===== src/rtl/video_timing_gen.sv =====
// Video raster timing generator: pixel clock-enable divider, h/v counters,
// zero-skew registered sync/blank/de outputs and a line-match interrupt.
module video_timing_gen #(
  parameter int CLK_DIV  = 2,
  parameter int H_ACTIVE = 640,
  parameter int H_FP     = 16,
  parameter int H_SYNC   = 96,
  parameter int H_BP     = 48,
  parameter int V_ACTIVE = 480,
  parameter int V_FP     = 10,
  parameter int V_SYNC   = 2,
  parameter int V_BP     = 33,
  parameter int HS_POL   = 0,
  parameter int VS_POL   = 0,
  parameter int IRQ_LINE = 480,
  parameter int HW       = 10,
  parameter int VW       = 10
) (
  input  logic          clk,
  input  logic          nRESET,
  input  logic          enable,
  input  logic          irq_ack_n,
  output logic          ce_pix,
  output logic [HW-1:0] hcount,
  output logic [VW-1:0] vcount,
  output logic          hsync,
  output logic          vsync,
  output logic          hblank,
  output logic          vblank,
  output logic          de,
  output logic          line_start,
  output logic          frame_start,
  output logic          irq_n
);

  localparam int H_TOTAL = H_ACTIVE + H_FP + H_SYNC + H_BP;
  localparam int V_TOTAL = V_ACTIVE + V_FP + V_SYNC + V_BP;
  localparam int DW      = (CLK_DIV > 1) ? $clog2(CLK_DIV) : 1;

  localparam logic [DW-1:0] DIV_LAST = DW'(CLK_DIV - 1);
  localparam logic [HW-1:0] H_LAST   = HW'(H_TOTAL - 1);
  localparam logic [VW-1:0] V_LAST   = VW'(V_TOTAL - 1);
  localparam logic [HW-1:0] H_BLANK  = HW'(H_ACTIVE);
  localparam logic [VW-1:0] V_BLANK  = VW'(V_ACTIVE);
  localparam logic [HW-1:0] HS_START = HW'(H_ACTIVE + H_FP);
  localparam logic [HW-1:0] HS_END   = HW'(H_ACTIVE + H_FP + H_SYNC - 1);
  localparam logic [VW-1:0] VS_START = VW'(V_ACTIVE + V_FP);
  localparam logic [VW-1:0] VS_END   = VW'(V_ACTIVE + V_FP + V_SYNC - 1);
  localparam logic          HS_ACT   = 1'(HS_POL);
  localparam logic          VS_ACT   = 1'(VS_POL);
  localparam logic          IRQ_EN   = (IRQ_LINE >= 0) && (IRQ_LINE < V_TOTAL);
  localparam logic [VW-1:0] IRQ_V    = IRQ_EN ? VW'(IRQ_LINE) : '0;

  if (CLK_DIV < 1) begin : g_chk_div
    $error("CLK_DIV must be at least 1");
  end
  if (H_TOTAL - 1 >= (1 << HW)) begin : g_chk_hw
    $error("H_TOTAL-1 does not fit in HW bits");
  end
  if (V_TOTAL - 1 >= (1 << VW)) begin : g_chk_vw
    $error("V_TOTAL-1 does not fit in VW bits");
  end

  logic [DW-1:0] div_cnt;
  logic [DW-1:0] div_next;
  logic [HW-1:0] h_next;
  logic [VW-1:0] v_next;
  logic          h_last;
  logic          v_last;
  logic          irq_set;

  // nRESET gating keeps ce_pix low during reset even when CLK_DIV=1
  assign ce_pix      = enable & nRESET & (div_cnt == DIV_LAST);
  assign h_last      = (hcount == H_LAST);
  assign v_last      = (vcount == V_LAST);
  assign line_start  = ce_pix & h_last;
  assign frame_start = line_start & v_last;
  assign irq_set     = line_start & IRQ_EN & (v_next == IRQ_V);

  always_comb begin
    div_next = (div_cnt == DIV_LAST) ? '0 : div_cnt + 1'b1;
    h_next   = hcount;
    v_next   = vcount;
    if (ce_pix) begin
      if (h_last) begin
        h_next = '0;
        v_next = v_last ? '0 : vcount + 1'b1;
      end else begin
        h_next = hcount + 1'b1;
      end
    end
  end

  // Decoded outputs load from the next counter values so they never lag the counters.
  always_ff @(posedge clk or negedge nRESET) begin
    if (!nRESET) begin
      div_cnt <= '0;
      hcount  <= '0;
      vcount  <= '0;
      hsync   <= ~HS_ACT;
      vsync   <= ~VS_ACT;
      hblank  <= 1'b0;
      vblank  <= 1'b0;
      de      <= 1'b1;
      irq_n   <= 1'b1;
    end else begin
      if (!irq_ack_n) begin
        irq_n <= 1'b1;
      end else if (irq_set) begin
        irq_n <= 1'b0;
      end
      if (enable) begin
        div_cnt <= div_next;
        hcount  <= h_next;
        vcount  <= v_next;
        hsync   <= ((h_next >= HS_START) && (h_next <= HS_END)) ? HS_ACT : ~HS_ACT;
        vsync   <= ((v_next >= VS_START) && (v_next <= VS_END)) ? VS_ACT : ~VS_ACT;
        hblank  <= (h_next >= H_BLANK);
        vblank  <= (v_next >= V_BLANK);
        de      <= (h_next < H_BLANK) && (v_next < V_BLANK);
      end
    end
  end

endmodule


===== config.mk =====
export PLATFORM = sky130hd
export DESIGN_NAME = video_timing_gen
export DESIGN_NICKNAME = d
export VERILOG_FILES = /design/src/rtl/video_timing_gen.sv
export SDC_FILE = /design/constraint.sdc
export NUM_CORES = 1
export LEC_CHECK = 0
export BUFFER_PORTS_ARGS = -buffer_cell sky130_fd_sc_hd__buf_4
export CORE_MARGIN = 1
export CORE_UTILIZATION = 46
export DETAILED_ROUTE_END_ITERATION = 10
export HOLD_SLACK_MARGIN = 0.1
export PLACE_DENSITY = 0.69
export SLEW_MARGIN = 20
export SYNTH_ARGS = -nofsm -noshare
export SYNTH_HDL_FRONTEND = slang
export SYNTH_SLANG_ARGS = --single-unit
export TNS_END_PERCENT = 100

===== constraint.sdc =====
create_clock -name clk -period 2.7 [get_ports clk]
set_input_delay 0.27 -clock clk [delete_from_list [all_inputs] [get_ports clk]]
set_output_delay 0.27 -clock clk [all_outputs]
set_load 0.005 [all_outputs]

==> flow_summary.toml, run 1 <==
[job]
drv_cap = 0

[logic_synthesis]
syn_area_sq_um = 1550
synth_cell_types = 46
synthFlopType = "dfrtp_1"
synth_warnings = 0
syn_nets = 172
synth.avg_cell_area_sq_um = 9.38
ys_seq_area_frac = 0.440
ys_seq_elements = 27
async_flop_share = 1.00
synth_edf_count = 0
synth_cells = 165

[global_routing]
grt_pass1_wl_um = 5890
grt_max_degree = 28
grt_pass1_vias = 1275
grt_use_total = 0.221
grt_overflow = 0
antenna_found_initial = 0

[timing]
fin_setup_tns_ns = 0
fmax_ghz = 0.382
fin_hold_ws_ns = 0.187
slew_headroom = 0.697
rsz0062_at_grt = "false"
slew_viol_final = 0
period_share = 0.971
finalHoldViolations = 0
tightest_slew_ns = 0.450
min_period_ns = 2.62
setup_viol = 0
skew_ns = 0.00978

[outcome]
outcome = "finished, final reports clean"

[power]
p_total_uw = 810
power_density_nw_per_um2 = 429
ir_worst_vdd_mv = 0.354
leakagePower_uw = 0.000858

[layout]
layout.cells.non_filler = 246
nNetsFinal = 210
syn_to_final_growth_pct = 21.9
layout_commonest_cell = "buf_4"
diodes = 0
final_cell_mix = "39 x buf_4, 23 x dfrtp_1, 18 x nand2_1"
drive_above_1_share = 0.307

[routing]
top_layer = "met4"
dr.pass1.iters = 4
num_vias = 1341
wl_met3_um = 97
drt_iter0_drc = 47
ant_nets = 0
wl_met1_um = 1680
route.detailed.drc = 0
detail_route.wl_per_cell_um = 14.0
via_per_inst = 5.45
finalWirelength_um = 3440
met2_length_um = 1620

[setup_path]
arrival_ns = 2.35
critPathKind = "flop to output port"
required_ns = 2.43
crit_path_end_kind = "output port"
start_kind = "flop"
worstPathMaxFanout = 11

[clocking]
cts_root_buffer = "clkbuf_4"
cts_max_path_buffers = 2
clk_pin_slew_ns = 0.16
cts_setup_buffers = 0
tritoncts = "done"
numCtsBuffers = 3
h-tree-depth = 1
clock_latency_ns = 0.34
cts_sinks = 27

[placement]
place.gp.congestion = 0.876
place_inst = 240
port_buffers = 32
hpwl_um = 2610

[floorplanning]
dieArea_sq_um = 3600
die_x_um = 60.0
die_height_um = 60.0
start_util = 0.495
io_pins = 33
rows = 20
coreArea_sq_um = 3130

[min_path]
hold_path_class = "primary input to flop"
[worst max-delay path, cell delays in order, from the launching register on]
cell and delay [ns]:
dfrtp_1 0.45, or4b_4 0.50, or4_4 0.52, clkinvlp_4 0.19, buf_4 0.15, and2_1 0.11
buf_4 0.10
[timing repair]
action | in CTS | in global routing
hold endpoints to repair | 24 | 0
endpoints found under the setup margin | 1 | 0
gates resized for setup | 1 | 0
hold buffers | 2 | 0
[sequential cells by signal, indices dropped and copies added (netlist names)]
name / flops
hcount: 10
vblank: 1
vcount: 10
vsync: 1
irq_n: 1
div_cnt: 1
hsync: 1
de: 1
hblank: 1
[worst paths after layout]
kind,slack (ns),end,start,cells after the start
setup / recovery,0.08,frame_start,hcount[7],6
hold / removal,0.19,vblank,enable,2
setup reg to reg,0.13,irq_n,hcount[7],6
hold reg to reg,0.50,irq_n,irq_n,2
max in group asynchronous,1.93,irq_n,nRESET,3
min in group asynchronous,0.46,vcount[4],nRESET,3
[metrics by stage]
step	setup WS (ns)	util	area, sq um
2_1_floorplan	0.184	-	1550
3_3_place_gp	0.184	0.587	1840
3_5_place_dp	0.160	0.587	1840
4_1_cts	0.0803	0.603	1890
5_1_grt	0.000137	0.603	1890
6_report	0.0790	0.603	1890
[cells in the mapped netlist, types with 4 or more instances]
cell     instances  area (sq um)
nand3_1         10          50.1
inv_1            9          33.8
xor2_1           4          35.0
xnor2_1          9          78.8
o21ai_0         15          75.1
nor2_1          13          48.8
nand4_1          5          31.3
dfstp_2          4           105
dfrtp_1         23           576
nand2_1         18          67.6
[layer usage]
metal / up-vias / track usage
met2: 31 / 0.335
met3: 6 / 0.0325
li1: 655 / -
met1: 649 / 0.315
met5: - / 0
met4: 0 / 0.0897
[final cells by class]
cell class                      count  area, sq um
Timing Repair Buffer               41          313
Multi-Input combinational cell    121          773
Tap cell                           44         55.1
Clock inverter                      1         5.00
Fill cell                         281         1240
Inverter                            9         37.5
Clock buffer                        3         22.5
Sequential cell                    27          681
[cells by family after synthesis]
family                     share of synthesized area
and+or+nand+nor                                0.256
AOI/OAI and AO/OA                              0.125
DFF                                            0.440
buffers and inverters                         0.0606
xor gates and xnor gates                      0.0736
muxes                                         0.0202
adders and majority gates                     0.0243
[report_power, final]
group          switching [uW]  internal [uW]  total, uW
sequential               42.8            441        484
clock                     129           55.8        185
combinational            65.2           75.9        141
No activity file was read; power rests on OpenSTA's default activity.
==> run 2, diff against run 1 <==
--- a/config.mk
+++ b/config.mk
@@ -11,7 +11,7 @@
 export DETAILED_ROUTE_END_ITERATION = 10
 export HOLD_SLACK_MARGIN = 0.1
 export PLACE_DENSITY = 0.69
-export SLEW_MARGIN = 20
+export SLEW_MARGIN = 40
 export SYNTH_ARGS = -nofsm -noshare
 export SYNTH_HDL_FRONTEND = slang
 export SYNTH_SLANG_ARGS = --single-unit
==> constraint.sdc (replaced) <==
create_clock -name clk -period 3.4 [get_ports clk]
set_input_delay 0.34 -clock clk [delete_from_list [all_inputs] [get_ports clk]]
set_output_delay 0.34 -clock clk [all_outputs]
set_load 0.005 [all_outputs]
==> flow_summary.toml, run 2 (synthesis results as in run 1) <==
[timing]
setup_viol = 0
rsz0062_at_grt = "false"
slew_headroom = 0.581
finalHoldViolations = 0
tightest_slew_ns = 0.624
period_share = 0.836
slew_viol_final = 0
fin_setup_tns_ns = 0
min_period_ns = 2.84
fmax_ghz = 0.352
skew_ns = 0.00854

[layout]
drive_above_1_share = 0.282
nNetsFinal = 203
reg.largest.list = "hcount: 10 flops, vcount: 10 flops"
syn_to_final_growth_pct = 18.1
diodes = 0
seqCellArea_sq_um = 681
final_cell_mix = "33 x buf_4, 23 x dfrtp_1, 18 x nand2_1"
layout_commonest_cell = "buf_4"
multi_input_area_sq_um = 773
fin_util = 0.584
n_fill_cell = 283
fin_area_sq_um = 1830

[floorplanning]
die_height_um = 60.0
coreArea_sq_um = 3130
die_x_um = 60.0
dieArea_sq_um = 3600
io_pins = 33
start_util = 0.495
rows = 20

[setup_path]
critPathKind = "flop to output port"
critical_path.top_delay_family = "simple AND/OR/NAND/NOR gates"
arrival_ns = 2.50
crit_path_end_kind = "output port"
required_ns = 3.06
path_cells = "or4b_4, or4_4, inv_1, and2_1, buf_4"
slowest_delay_ns = 0.58
start_kind = "flop"
crit_path_top_delay_cell = "or4b_4"
worstPathMaxFanout = 11
r2r_setup_slack_ns = 0.68
path_buf_inv = 2

[placement]
hpwl_um = 2580
dpl_cell_area_sq_um = 1790
port_buffers = 32
place.gp.congestion = 0.870

[outcome]
outcome = "finished, final reports clean"

[routing]
via_per_inst = 5.54
dr.pass1.iters = 4
finalWirelength_um = 3410
ant_nets = 0
num_vias = 1324
drt_iter0_drc = 72
route.detailed.drc = 0
detail_route.wl_per_cell_um = 14.3

[min_path]
hold_path_class = "primary input to flop"

[job]
drv_cap = 0

[power]
p_int_uw = 450
p_sw_uw = 188
leakagePower_uw = 0.000833
swShare = 0.294
seqPwrFrac = 0.610
combPwrFrac = 0.166
ir_worst_vdd_mv = 0.268
power_density_nw_per_um2 = 349
clock_power_share = 0.224

[clocking]
cts-hold-fix-buffers = 1
cts_setup_buffers = 0
cts_max_path_buffers = 2
h-tree-depth = 1
clock_latency_ns = 0.33
cts_sinks = 27
numCtsBuffers = 3
cts_root_buffer = "clkbuf_4"
cts_resized = 0
tritoncts = "done"
clk_pin_slew_ns = 0.14

[global_routing]
antenna_found_initial = 0
grt_pass1_wl_um = 5720
grt_overflow = 0
grt_use_total = 0.213
grt_pass1_vias = 1196
grt_max_degree = 28
[run 2: changes by cell type in the layout (fill, tap and decap cells not counted)]
| cell | previous run | this run |
|---|---|---|
| buf_4 | 39 | 33 |
| clkinvlp_4 | 1 | 0 |
| inv_1 | 8 | 9 |
| dlygate4sd3_1 | 2 | 1 |
[run 2: final timing paths]
path,cells after the start,endpoint,start
min in group asynchronous,3,vcount[8],nRESET
hold reg to reg,2,irq_n,irq_n
hold / removal,2,irq_n,irq_ack_n
max in group asynchronous,3,hsync,nRESET
setup / recovery,5,frame_start,hcount[5]
setup reg to reg,6,irq_n,hcount[5]
[run 2: through the flow]
step	hold WS (ns)	instances	setup WS [ns]	power [uW]
floorplan	0.0444	165	0.884	435
global placement	0.387	234	0.792	493
detailed placement	0.390	234	0.722	500
CTS	0.127	239	0.575	642
global route	0.136	239	0.485	667
finish	0.138	239	0.559	638
[run 2: cell type report]
cell class	instances	area share
well taps	44	0.0301
clock inverters	1	0.00274
clock buffers	3	0.0123
repair buffers	34	0.141
inverters	9	0.0185
multi-input cells	121	0.423
flip-flops and latches	27	0.372
[run 2: power groups by stage]
stage	clock, uW	sequential, uW	combinational, uW
final	143	389	106
after global routing	155	392	121
after CTS	147	387	107
after detailed placement	0	394	106
after global placement	0	390	103
after floorplan	0	386	48.1
[run 2: layer usage]
| metal | wire length (um) | track usage | vias up | part of all wire |
|---|---|---|---|---|
| met3 | 165 | 0.0325 | 0 | 0.048 |
| met5 | 0 | 0 | - | 0 |
| met4 | 0 | 0.0498 | 0 | 0 |
| met1 | 1630 | 0.306 | 640 | 0.48 |
| li1 | - | - | 643 | - |
| met2 | 1620 | 0.337 | 41 | 0.47 |
==> run 3, diff against run 2 <==
--- a/config.mk
+++ b/config.mk
@@ -5,12 +5,13 @@
 export SDC_FILE = /design/constraint.sdc
 export NUM_CORES = 1
 export LEC_CHECK = 0
+export ABC_AREA = 1
 export BUFFER_PORTS_ARGS = -buffer_cell sky130_fd_sc_hd__buf_4
 export CORE_MARGIN = 1
 export CORE_UTILIZATION = 46
 export DETAILED_ROUTE_END_ITERATION = 10
 export HOLD_SLACK_MARGIN = 0.1
-export PLACE_DENSITY = 0.69
+export PLACE_DENSITY = 0.71
 export SLEW_MARGIN = 40
 export SYNTH_ARGS = -nofsm -noshare
 export SYNTH_HDL_FRONTEND = slang
==> constraint.sdc (replaced) <==
create_clock -name clk -period 2.4 [get_ports clk]
set_input_delay 0.24 -clock clk [delete_from_list [all_inputs] [get_ports clk]]
set_output_delay 0.24 -clock clk [all_outputs]
set_load 0.005 [all_outputs]
==> flow_summary.toml, run 3 <==
[outcome]
outcome = "finished, final reports clean"

[floorplanning]
rows = 21
die_x_um = 62.2
dieArea_sq_um = 3870
die_height_um = 62.2
io_pins = 33
coreArea_sq_um = 3420
start_util = 0.488

[placement]
port_buffers = 32
dpl_cell_area_sq_um = 1940
hpwl_um = 2960
place.gp.congestion = 0.909

[clocking]
clock_latency_ns = 0.34
cts_sinks = 27
cts_resized = 0
h-tree-depth = 1
cts-hold-fix-buffers = 2
tritoncts = "done"
cts_root_buffer = "clkbuf_4"
cts_max_path_buffers = 2
clk_pin_slew_ns = 0.15
cts_setup_buffers = 0
numCtsBuffers = 3

[logic_synthesis]
yosys-top-cells-area = "dfrtp_1 35%, nand2_1 14%, inv_1 7.0%"
synth_warnings = 0
synth.avg_cell_area_sq_um = 7.35
synth_edf_count = 0
ys_seq_elements = 27
synthFlopType = "dfrtp_1"
synth_cells = 227
yosysMostFrequentCell = "nand2_1"
syn_nets = 234
synth_cell_types = 25
async_flop_share = 1.00
syn_area_sq_um = 1670
synth_area_leader_cell = "dfrtp_1"
ys_seq_area_frac = 0.408
yosysTopAreaCellShare = 0.345
ys_top_cells_by_count = "64 x nand2_1, 31 x inv_1, 26 x nor2_1"

[layout]
nNetsFinal = 271
drive_above_1_share = 0.236
layout_commonest_cell = "nand2_1"
diodes = 0
reg.largest.list = "hcount: 10 flops, vcount: 10 flops"
n_fill_cell = 323
fin_area_sq_um = 1990
syn_to_final_growth_pct = 19.4
final_cell_mix = "64 x nand2_1, 33 x buf_4, 31 x inv_1"

[setup_path]
crit_path_end_kind = "output port"
critPathKind = "flop to output port"
worstRegToRegCells = 14
arrival_ns = 1.97
required_ns = 2.16
start_kind = "flop"
r2r_setup_slack_ns = 0.37
rr_endpoint = "vblank"
r2r-start = "hcount[1]"
worstPathMaxFanout = 12

[routing]
detail_route.wl_per_cell_um = 12.2
met2_length_um = 1800
num_vias = 1553
wl_met1_um = 1750
ant_nets = 0
route.detailed.drc = 0
wl_met3_um = 161
via_per_inst = 5.03
finalWirelength_um = 3760
dr.pass1.iters = 4
top_layer = "met4"
drt_iter0_drc = 59

[timing]
fin_setup_tns_ns = 0
slew_headroom = 0.600
tightest_slew_ns = 0.599
skew_ns = 0.0103
min_period_ns = 2.21
period_share = 0.922
setup_viol = 0
fin_hold_ws_ns = 0.193
finalHoldViolations = 0
rsz0062_at_grt = "false"
fmax_ghz = 0.452
slew_viol_final = 0

[global_routing]
grt_max_degree = 17
grt_overflow = 0
antenna_found_initial = 0
grt_pass1_wl_um = 6580
grt_pass1_vias = 1474
grt_use_total = 0.210

[min_path]
hold_path_class = "primary input to flop"
hold_depth = 2
holdPathEnd = "div_cnt"
hold_start = "enable"

[power]
power_density_nw_per_um2 = 497
leakagePower_uw = 0.000982
p_total_uw = 989
ir_worst_vdd_mv = 0.305

[job]
drv_cap = 0
run 3: cell types whose count changed in the layout (fill, tap and decap cells not counted), sizes merged, moves of 3 or more:
cell | before | now
and3 | 5 | 0
inv | 9 | 32
nand2 | 18 | 70
nand3 | 11 | 23
nor2 | 13 | 36
nor4 | 3 | 0
o21ai | 17 | 8
o21bai | 0 | 3
or3 | 3 | 0
xnor2 | 9 | 0
run 3: worst max-delay path by stage:
stage / startpoint / end / slack [ns] / depth (start not counted)
2_1_floorplan: hcount[1] / vblank / 0.69 / 14
3_3_place_gp: nRESET / vblank / 0.42 / 14
3_5_place_dp: nRESET / vblank / 0.36 / 14
4_1_cts: hcount[1] / frame_start / 0.19 / 8
5_1_grt: hcount[1] / frame_start / 0.05 / 8
6_report: hcount[1] / frame_start / 0.19 / 8
run 3: cells by family after synthesis:
kind of cell / synth area share
AOI/OAI and AO/OA: 0.0593
xor gates and xnor gates: 0.0263
adders and majority gates: 0.0225
buffers and inverters: 0.0960
DFF: 0.408
and+or+nand+nor: 0.388
run 3: routing by layer:
| metal | up-vias | track usage |
|---|---|---|
| met2 | 37 | 0.345 |
| li1 | 789 | - |
| met1 | 721 | 0.283 |
| met3 | 6 | 0.0349 |
| met5 | - | 0 |
| met4 | 0 | 0.0669 |
run 3: final cells by class:
class                           instances  area (sq um)  share of cell area
Clock buffer                            3          22.5              0.0113
Clock inverter                          1          7.51             0.00377
Inverter                               34           128              0.0641
Multi-Input combinational cell        163           827               0.415
Sequential cell                        27           681               0.342
Tap cell                               46          57.6              0.0289
Timing Repair Buffer                   35           268               0.135
run 3: worst max-delay path: stages (launching register included):
cell	delay (ns)
dfrtp_1	0.43
ha_1	0.19
inv_1	0.06
nor2_2	0.17
nand2_2	0.09
nor2_4	0.29
nand2_1	0.19
inv_1	0.11
buf_4	0.11
run 3: stage by stage:
| stage | cells | setup WS, ns | util |
|---|---|---|---|
| detailed placement | 303 | 0.356 | 0.568 |
| CTS | 309 | 0.194 | 0.583 |
| floorplan | 227 | 0.689 | - |
| finish | 309 | 0.188 | 0.583 |
| global route | 309 | 0.0503 | 0.583 |
| global placement | 303 | 0.422 | 0.568 |
run 3: where the power goes:
part	leakage [uW]	switching [uW]	internal (uW)
clock network	0.0000139	146	64.0
logic	0.000650	112	104
registers	0.000318	57.2	506
total	0.000982	315	674
